--- src/rtl/maria_video_out_if.sv ---
// maria_video_out_if: pixel input, palette load and video output bundle of the Maria output stage.
interface maria_video_out_if #(
    parameter int HCNT_W = 10,
    parameter int VCNT_W = 9
);
    logic              ce_pix;
    logic              PAL;
    logic [7:0]        YC;
    logic              hsync_in;
    logic              vsync_in;
    logic              hblank_in;
    logic              vblank_in;
    logic              pal_wr;
    logic [8:0]        pal_addr;
    logic [23:0]       pal_data;
    logic [7:0]        R;
    logic [7:0]        G;
    logic [7:0]        B;
    logic              hsync;
    logic              vsync;
    logic              hblank;
    logic              vblank;
    logic              ce_out;
    logic [HCNT_W-1:0] line_pixels;
    logic [VCNT_W-1:0] frame_lines;
    modport master (
        output ce_pix, PAL, YC, hsync_in, vsync_in, hblank_in, vblank_in, pal_wr, pal_addr, pal_data,
        input  R, G, B, hsync, vsync, hblank, vblank, ce_out, line_pixels, frame_lines
    );
    modport slave (
        input  ce_pix, PAL, YC, hsync_in, vsync_in, hblank_in, vblank_in, pal_wr, pal_addr, pal_data,
        output R, G, B, hsync, vsync, hblank, vblank, ce_out, line_pixels, frame_lines
    );
endinterface

--- src/rtl/maria_video_out.sv ---
// maria_video_out: 3-stage palette lookup of Maria pixels with aligned strobes and line/frame measurement.
// Define MARIA_PALETTE_LOAD_EN for a writable palette RAM; otherwise the palette is a fixed ROM.
module maria_video_out #(
    parameter int HCNT_W = 10,
    parameter int VCNT_W = 9
) (
    input logic           clk_sys,
    input logic           reset,
    maria_video_out_if.slave vo
);
    // Default tables: hue 0 is a grey ramp, other hues mix hue/luma nibbles per bank
    function automatic logic [23:0] pal_rom(input logic [8:0] a);
        logic [3:0] h, l;
        h = a[7:4];
        l = a[3:0];
        return (h == 4'd0) ? {l, l, l, l, l, l} : a[8] ? {h, l, l, h, l, ~h} : {l, h, h, l, ~h, l};
    endfunction
    logic [7:0]        yc_s1_q;
    logic              pal_s1_q;
    logic [3:0]        st_s1_q, st_s2_q, st_o_q; // {hsync, vsync, hblank, vblank}
    logic [23:0]       rd_word, rd_q, rgb_q;
    logic [1:0]        fill_q;
    logic              ce_out_q;
    logic [HCNT_W-1:0] hcnt_q, hcnt_d, line_q, line_d;
    logic [VCNT_W-1:0] vcnt_q, vcnt_d, frame_q, frame_d;
    logic              hs_rise, vs_rise, active;
`ifdef MARIA_PALETTE_LOAD_EN
    typedef logic [23:0] pal_mem_t [512];
    function automatic pal_mem_t pal_init();
        pal_mem_t m;
        for (int i = 0; i < 512; i++) m[i] = pal_rom(9'(i));
        return m;
    endfunction
    logic [23:0] mem_q [512] = pal_init();
    // Write lands at the clock edge, so a same-cycle read sees the old word
    always_ff @(posedge clk_sys) begin
        if (vo.pal_wr) mem_q[vo.pal_addr] <= vo.pal_data;
    end
    assign rd_word = mem_q[{pal_s1_q, yc_s1_q}];
`else
    logic unused_pal;
    assign unused_pal = ^{vo.pal_wr, vo.pal_addr, vo.pal_data};
    assign rd_word = pal_rom({pal_s1_q, yc_s1_q});
`endif
    always_comb begin
        hs_rise = st_s1_q[3] & ~st_s2_q[3];
        vs_rise = st_s1_q[2] & ~st_s2_q[2];
        active  = ~st_s1_q[1] & ~st_s1_q[0];
        hcnt_d  = hs_rise ? '0 : (active && !(&hcnt_q)) ? hcnt_q + 1'b1 : hcnt_q;
        line_d  = (hs_rise && hcnt_q != '0) ? hcnt_q : line_q;
        vcnt_d  = vs_rise ? '0 : (hs_rise && !(&vcnt_q)) ? vcnt_q + 1'b1 : vcnt_q;
        frame_d = vs_rise ? vcnt_q : frame_q;
    end
    always_ff @(posedge clk_sys or posedge reset) begin
        if (reset) begin
            yc_s1_q  <= '0;
            pal_s1_q <= 1'b0;
            st_s1_q  <= '0;
            st_s2_q  <= '0;
            st_o_q   <= '0;
            rd_q     <= '0;
            rgb_q    <= '0;
            fill_q   <= '0;
            ce_out_q <= 1'b0;
            hcnt_q   <= '0;
            line_q   <= '0;
            vcnt_q   <= '0;
            frame_q  <= '0;
        end else begin
            ce_out_q <= vo.ce_pix & fill_q[1];
            if (vo.ce_pix) begin
                fill_q   <= fill_q + {1'b0, ~&fill_q};
                yc_s1_q  <= vo.YC;
                pal_s1_q <= vo.PAL;
                st_s1_q  <= {vo.hsync_in, vo.vsync_in, vo.hblank_in, vo.vblank_in};
                st_s2_q  <= st_s1_q;
                rd_q     <= rd_word;
                rgb_q    <= (st_s2_q[1] | st_s2_q[0]) ? '0 : rd_q;
                st_o_q   <= st_s2_q;
                hcnt_q   <= hcnt_d;
                line_q   <= line_d;
                vcnt_q   <= vcnt_d;
                frame_q  <= frame_d;
            end
        end
    end
    assign vo.R           = rgb_q[23:16];
    assign vo.G           = rgb_q[15:8];
    assign vo.B           = rgb_q[7:0];
    assign vo.hsync       = st_o_q[3];
    assign vo.vsync       = st_o_q[2];
    assign vo.hblank      = st_o_q[1];
    assign vo.vblank      = st_o_q[0];
    assign vo.ce_out      = ce_out_q;
    assign vo.line_pixels = line_q;
    assign vo.frame_lines = frame_q;
endmodule
--- src/flat_wrapper.sv ---
// flat-port wrapper written by rule: the top's interface ports become plain ports
module maria_video_out_flat 
#(
    parameter int HCNT_W = 10,
    parameter int VCNT_W = 9
)
  (clk_sys, reset, vo_ce_pix, vo_PAL, vo_YC, vo_hsync_in, vo_vsync_in, vo_hblank_in, vo_vblank_in, vo_pal_wr, vo_pal_addr, vo_pal_data, vo_R, vo_G, vo_B, vo_hsync, vo_vsync, vo_hblank, vo_vblank, vo_ce_out, vo_line_pixels, vo_frame_lines);
  maria_video_out_if #(.HCNT_W(HCNT_W), .VCNT_W(VCNT_W)) vo_i ();
  input logic clk_sys;
  input logic reset;
  input wire logic [$bits(vo_i.ce_pix)-1:0] vo_ce_pix;
  input wire logic [$bits(vo_i.PAL)-1:0] vo_PAL;
  input wire logic [$bits(vo_i.YC)-1:0] vo_YC;
  input wire logic [$bits(vo_i.hsync_in)-1:0] vo_hsync_in;
  input wire logic [$bits(vo_i.vsync_in)-1:0] vo_vsync_in;
  input wire logic [$bits(vo_i.hblank_in)-1:0] vo_hblank_in;
  input wire logic [$bits(vo_i.vblank_in)-1:0] vo_vblank_in;
  input wire logic [$bits(vo_i.pal_wr)-1:0] vo_pal_wr;
  input wire logic [$bits(vo_i.pal_addr)-1:0] vo_pal_addr;
  input wire logic [$bits(vo_i.pal_data)-1:0] vo_pal_data;
  output wire logic [$bits(vo_i.R)-1:0] vo_R;
  output wire logic [$bits(vo_i.G)-1:0] vo_G;
  output wire logic [$bits(vo_i.B)-1:0] vo_B;
  output wire logic [$bits(vo_i.hsync)-1:0] vo_hsync;
  output wire logic [$bits(vo_i.vsync)-1:0] vo_vsync;
  output wire logic [$bits(vo_i.hblank)-1:0] vo_hblank;
  output wire logic [$bits(vo_i.vblank)-1:0] vo_vblank;
  output wire logic [$bits(vo_i.ce_out)-1:0] vo_ce_out;
  output wire logic [$bits(vo_i.line_pixels)-1:0] vo_line_pixels;
  output wire logic [$bits(vo_i.frame_lines)-1:0] vo_frame_lines;
  assign vo_i.ce_pix = vo_ce_pix;
  assign vo_i.PAL = vo_PAL;
  assign vo_i.YC = vo_YC;
  assign vo_i.hsync_in = vo_hsync_in;
  assign vo_i.vsync_in = vo_vsync_in;
  assign vo_i.hblank_in = vo_hblank_in;
  assign vo_i.vblank_in = vo_vblank_in;
  assign vo_i.pal_wr = vo_pal_wr;
  assign vo_i.pal_addr = vo_pal_addr;
  assign vo_i.pal_data = vo_pal_data;
  assign vo_R = vo_i.R;
  assign vo_G = vo_i.G;
  assign vo_B = vo_i.B;
  assign vo_hsync = vo_i.hsync;
  assign vo_vsync = vo_i.vsync;
  assign vo_hblank = vo_i.hblank;
  assign vo_vblank = vo_i.vblank;
  assign vo_ce_out = vo_i.ce_out;
  assign vo_line_pixels = vo_i.line_pixels;
  assign vo_frame_lines = vo_i.frame_lines;
  maria_video_out #(.HCNT_W(HCNT_W), .VCNT_W(VCNT_W)) u_core (.clk_sys(clk_sys), .reset(reset), .vo(vo_i));
endmodule
--- config.mk ---
export PLATFORM = sky130hd
export DESIGN_NAME = maria_video_out_flat
export DESIGN_NICKNAME = d
export VERILOG_FILES = /design/src/rtl/maria_video_out_if.sv /design/src/rtl/maria_video_out.sv /design/src/flat_wrapper.sv
export SDC_FILE = /design/constraint.sdc
export NUM_CORES = 1
export LEC_CHECK = 0
export ABC_AREA = 0
export CAP_MARGIN = 10
export CORE_ASPECT_RATIO = 1.1
export CORE_MARGIN = 1.5
export CORE_UTILIZATION = 30
export DETAILED_ROUTE_END_ITERATION = 10
export GPL_TIMING_DRIVEN = 0
export PLACE_DENSITY = 0.55
export SYNTH_ARGS = -nofsm -noshare
export SYNTH_HDL_FRONTEND = slang
export SYNTH_SLANG_ARGS = --single-unit
--- constraint.sdc ---
create_clock -name clk_sys -period 3.75 [get_ports clk_sys]
set_input_delay 0.375 -clock clk_sys [delete_from_list [all_inputs] [get_ports clk_sys]]
set_output_delay 0.375 -clock clk_sys [all_outputs]
set_load 0.005 [all_outputs]
==> flow_results.xml <==
<?xml version="1.0" encoding="UTF-8"?>
<metrics>
  <group name="logic_synthesis">
    <metric name="post-synth-top-area-cell" unit="">sky130_fd_sc_hd__dfrtp_1</metric>
    <metric name="synthesis.area_per_instance" unit="µm²">11.0</metric>
    <metric name="synth-seq-cells" unit="">94</metric>
    <metric name="synthTopCellsByArea" unit="">sky130_fd_sc_hd__dfrtp_1, sky130_fd_sc_hd__mux2_2, sky130_fd_sc_hd__o21ai_0</metric>
    <metric name="edff_count_synth" unit="">0</metric>
    <metric name="synth_cell_type_count" unit="">54</metric>
    <metric name="commonest_register_cell_after_synthesis" unit="">sky130_fd_sc_hd__dfrtp_1</metric>
    <metric name="yosys.area.top_type_share" unit="%">56.6</metric>
    <metric name="cell_area_after_technology_mapping" unit="mm²">0.00416</metric>
    <metric name="synthesized_netlist_net_count" unit="">432</metric>
    <metric name="syn-instance-count" unit="">378</metric>
    <metric name="seq_area_frac_synth" unit="%">56.6</metric>
    <metric name="synthArstFlopShare" unit="%">100</metric>
    <metric name="ys.warnings.count" unit="">0</metric>
  </group>
  <group name="sta">
    <metric name="worst_pin_slew" unit="ps">613</metric>
    <metric name="setup-tns-final" unit="ps">0</metric>
    <metric name="finalHoldViolCount" unit="">0</metric>
    <metric name="finalSetupViolations" unit="">0</metric>
    <metric name="final_critical_path_setup_slack" unit="ps">1530</metric>
    <metric name="max-slew-margin-rel" unit="%">59.2</metric>
    <metric name="fin_skew" unit="ps">5.97</metric>
    <metric name="report.final.slew_viol_count" unit="">0</metric>
    <metric name="min_period_over_period" unit="%">59.3</metric>
    <metric name="finalCriticalPeriod" unit="ps">2220</metric>
    <metric name="rsz0062_at_grt" unit="">false</metric>
    <metric name="max_clock_freq" unit="MHz">450</metric>
  </group>
  <group name="clock_tree">
    <metric name="tritoncts" unit="">done</metric>
    <metric name="setup_fix_buffers_added_after_clock_tree_synthesis" unit="">0</metric>
    <metric name="clock_sink_count" unit="">94</metric>
    <metric name="postCtsHoldBufs" unit="">0</metric>
    <metric name="ctsResizeCount" unit="">0</metric>
    <metric name="clkSlewWorstSetupHoldPaths" unit="ps">60</metric>
    <metric name="clkLatencyLatePin" unit="ps">340</metric>
    <metric name="ctsRootBufferMaster" unit="">sky130_fd_sc_hd__clkbuf_16</metric>
    <metric name="clock_tree.htree_level_count" unit="">3</metric>
    <metric name="cts_made_buffers" unit="">9</metric>
    <metric name="clock_path_buffers" unit="">2</metric>
  </group>
  <group name="finish">
    <metric name="layout.cells.most_common" unit="">sky130_fd_sc_hd__dfrtp_1</metric>
    <metric name="multiInputGateArea" unit="mm²">0.00154</metric>
    <metric name="drive_above_1_share" unit="%">16.4</metric>
    <metric name="fin_util" unit="%">39.8</metric>
    <metric name="synthToLayoutAreaGrowth" unit="%">28.2</metric>
    <metric name="final_nets" unit="">506</metric>
    <metric name="n_fill_cell" unit="">1352</metric>
    <metric name="final_cell_mix" unit="">sky130_fd_sc_hd__dfrtp_1, sky130_fd_sc_hd__clkdlybuf4s50_1, sky130_fd_sc_hd__nand2_1, sky130_fd_sc_hd__o21ai_0, sky130_fd_sc_hd__mux2_2</metric>
    <metric name="final_design_area_no_fill" unit="mm²">0.00533</metric>
    <metric name="layout.area.seq" unit="mm²">0.00235</metric>
    <metric name="n_antenna_cell" unit="">0</metric>
    <metric name="finish.cell_count_without_fillers" unit="">640</metric>
  </group>
  <group name="setup_path">
    <metric name="critPathArrivalTime" unit="ps">2480</metric>
    <metric name="required_worst_endpoint" unit="ps">4010</metric>
    <metric name="timing.critical_path.fanout_max" unit="">9</metric>
    <metric name="critPathKind" unit="">reg2reg</metric>
    <metric name="timing.reg2reg.setup_slack" unit="ps">1530</metric>
    <metric name="cp-end-kind" unit="">flop</metric>
    <metric name="worstRegToRegCells" unit="">7</metric>
    <metric name="rr_endpoint" unit="">u_core.vcnt_q[7]</metric>
    <metric name="critical_path.reg2reg.startpoint" unit="">u_core.vcnt_q[0]</metric>
    <metric name="critPathLaunchType" unit="">flop</metric>
  </group>
  <group name="power_and_ir_drop">
    <metric name="power_per_cell_area" unit="mW/mm²">507</metric>
    <metric name="power.static_leakage" unit="nW">2.29</metric>
    <metric name="irDropWorstVdd" unit="µV">189</metric>
  </group>
  <group name="drt">
    <metric name="remaining_drc_errors" unit="">0</metric>
    <metric name="first_iter_violations" unit="">170</metric>
    <metric name="vias_per_cell" unit="">4.65</metric>
    <metric name="antenna_left" unit="">0</metric>
    <metric name="routed-via-count" unit="">2975</metric>
    <metric name="wl" unit="mm">8.82</metric>
    <metric name="wl_per_cell" unit="µm">13.8</metric>
    <metric name="firstDrtPassIters" unit="">4</metric>
  </group>
  <group name="placed_design">
    <metric name="number_of_cells_in_the_design_after_placement" unit="">625</metric>
    <metric name="final_weighted_congestion_of_routability_driven_global_placement" unit="">0.822</metric>
    <metric name="count_of_input_and_output_buffers" unit="">62</metric>
    <metric name="instance_area_after_placement" unit="mm²">0.00504</metric>
    <metric name="dp_worst_setup_slack" unit="ps">1550</metric>
    <metric name="detailedPlacementHpwl" unit="mm">6.16</metric>
  </group>
  <group name="floorplanning">
    <metric name="initial_utilization" unit="%">31.1</metric>
    <metric name="die_y" unit="µm">126</metric>
    <metric name="rows" unit="">44</metric>
    <metric name="design.die.area" unit="mm²">0.0146</metric>
    <metric name="die_width" unit="µm">115</metric>
    <metric name="core-area" unit="mm²">0.0134</metric>
    <metric name="boundaryPins" unit="">98</metric>
  </group>
  <group name="flow_run">
    <metric name="maxCapViolations" unit="">0</metric>
  </group>
  <group name="global_route">
    <metric name="first_global_vias" unit="">2928</metric>
    <metric name="grt_start_max_net_pins" unit="">50</metric>
    <metric name="groute.usage.overall" unit="%">13.0</metric>
    <metric name="globalRouteOverflowTotal" unit="">0</metric>
    <metric name="grt_antenna_before_repair" unit="">0</metric>
    <metric name="first_pass_grt_wire_length" unit="mm">15.0</metric>
  </group>
  <group name="min_path">
    <metric name="min_path_type" unit="">in2reg</metric>
    <metric name="hold_path_startpoint" unit="">vo_ce_pix</metric>
    <metric name="worst_hold_path.endpoint" unit="">u_core.rd_q[7]</metric>
    <metric name="holdPathStages" unit="">2</metric>
  </group>
  <group name="outcome">
    <metric name="outcome" unit="">finished, final reports clean</metric>
  </group>
</metrics>
-- routing by layer --
layer / part of all wire [%] / wire [µm] / track usage, % / up-vias
met5: 0 / 0 / 0 / -
met4: 1.9 / 170 / 5.59 / 0
li1: - / - / - / 1453
met2: 45 / 3990 / 18.6 / 66
met3: 3.4 / 304 / 2.96 / 12
met1: 49 / 4360 / 19.0 / 1444
-- sequential cells by signal, indices dropped and copies added, names as in the netlist --
signal and flops:
u_core.hcnt_q 10, u_core.st_s2_q 4, u_core.pal_s1_q 1, u_core.vo.ce_out 1, u_core.vcnt_q 9, u_core.rd_q 16, u_core.rgb_q 16, u_core.vo.line_pixels 10
u_core.fill_q 2, u_core.st_o_q 4, u_core.st_s1_q 4, u_core.vo.frame_lines 9, u_core.yc_s1_q 8
-- Yosys cell counts, types with 2 or more instances --
| library cell | n |
|---|---|
| sky130_fd_sc_hd__dfrtp_1 | 94 |
| sky130_fd_sc_hd__nand2_1 | 45 |
| sky130_fd_sc_hd__inv_1 | 34 |
| sky130_fd_sc_hd__mux2_2 | 34 |
| sky130_fd_sc_hd__o21ai_0 | 34 |
| sky130_fd_sc_hd__nor2_1 | 22 |
| sky130_fd_sc_hd__buf_4 | 8 |
| sky130_fd_sc_hd__clkbuf_1 | 8 |
| sky130_fd_sc_hd__nand3_1 | 7 |
| sky130_fd_sc_hd__a21oi_1 | 6 |
| sky130_fd_sc_hd__a31oi_1 | 5 |
| sky130_fd_sc_hd__a2bb2oi_1 | 4 |
| sky130_fd_sc_hd__ha_1 | 4 |
| sky130_fd_sc_hd__nand4_1 | 4 |
| sky130_fd_sc_hd__nor3_1 | 4 |
| sky130_fd_sc_hd__o211ai_1 | 4 |
| sky130_fd_sc_hd__o221ai_1 | 4 |
| sky130_fd_sc_hd__o22a_1 | 4 |
| sky130_fd_sc_hd__xor2_1 | 4 |
| sky130_fd_sc_hd__a211o_1 | 3 |
| sky130_fd_sc_hd__and4_1 | 3 |
| sky130_fd_sc_hd__buf_2 | 3 |
| sky130_fd_sc_hd__clkbuf_2 | 3 |
| sky130_fd_sc_hd__nand2b_1 | 3 |
| sky130_fd_sc_hd__nor3b_1 | 3 |
| sky130_fd_sc_hd__nor2b_1 | 2 |
| sky130_fd_sc_hd__nor4_1 | 2 |
-- cell families after synthesis --
kind of cell               after synthesis  synth area share [%]
AOI/OAI and AO/OA                       76                  12.5
xor gates and xnor gates                 4                 0.843
adders and majority gates                4                  1.20
buffers and inverters                   57                  6.29
DFF                                     94                  56.6
muxes                                   35                  9.48
and+or+nand+nor                        108                  13.1
-- cell type report --
type | count | share of cell area (%)
Clock inverter | 3 | 0.845
Inverter | 34 | 2.44
Tap cell | 184 | 4.32
Timing Repair Buffer | 63 | 12.2
Sequential cell | 94 | 44.1
Multi-Input combinational cell | 227 | 29.0
Clock buffer | 12 | 4.63
Buffer | 23 | 2.51
-- worst max path at each step --
stage | start | end | cells after the start | slack (ps)
2_1_floorplan | reset | u_core.fill_q[0] | 1 | 930
3_3_place_gp | reset | u_core.st_o_q[0] | 2 | -540
3_5_place_dp | u_core.vcnt_q[0] | u_core.vcnt_q[5] | 7 | 1550
4_1_cts | u_core.vcnt_q[0] | u_core.vcnt_q[5] | 7 | 1530
5_1_grt | u_core.vcnt_q[0] | u_core.vcnt_q[7] | 7 | 1340
6_report | u_core.vcnt_q[0] | u_core.vcnt_q[7] | 7 | 1530
-- stage by stage --
step | total power (W) | hold slack (ps)
6_report | 0.00270 | 439
5_1_grt | 0.00286 | 474
4_1_cts | 0.00274 | 437
3_5_place_dp | 0.00182 | 471
3_3_place_gp | 0.00181 | 467
2_1_floorplan | 0.00155 | 450
-- where the power goes --
group	switching, W	total [W]	internal, W	leakage (nW)
combinational	0.000215	0.000518	0.000303	0.971
clock	0.000374	0.000906	0.000532	0.135
sequential	0.000124	0.00128	0.00116	1.18
-- worst max-delay path, cell delays in order (launching register included) --
cell and delay (ps):
sky130_fd_sc_hd__dfrtp_1 470, sky130_fd_sc_hd__ha_1 290, sky130_fd_sc_hd__and4_1 220, sky130_fd_sc_hd__ha_1 190, sky130_fd_sc_hd__nor3b_1 190, sky130_fd_sc_hd__o21ai_1 220
sky130_fd_sc_hd__or3_1 410, sky130_fd_sc_hd__a21oi_1 170
(Power assumes the default switching activity.)
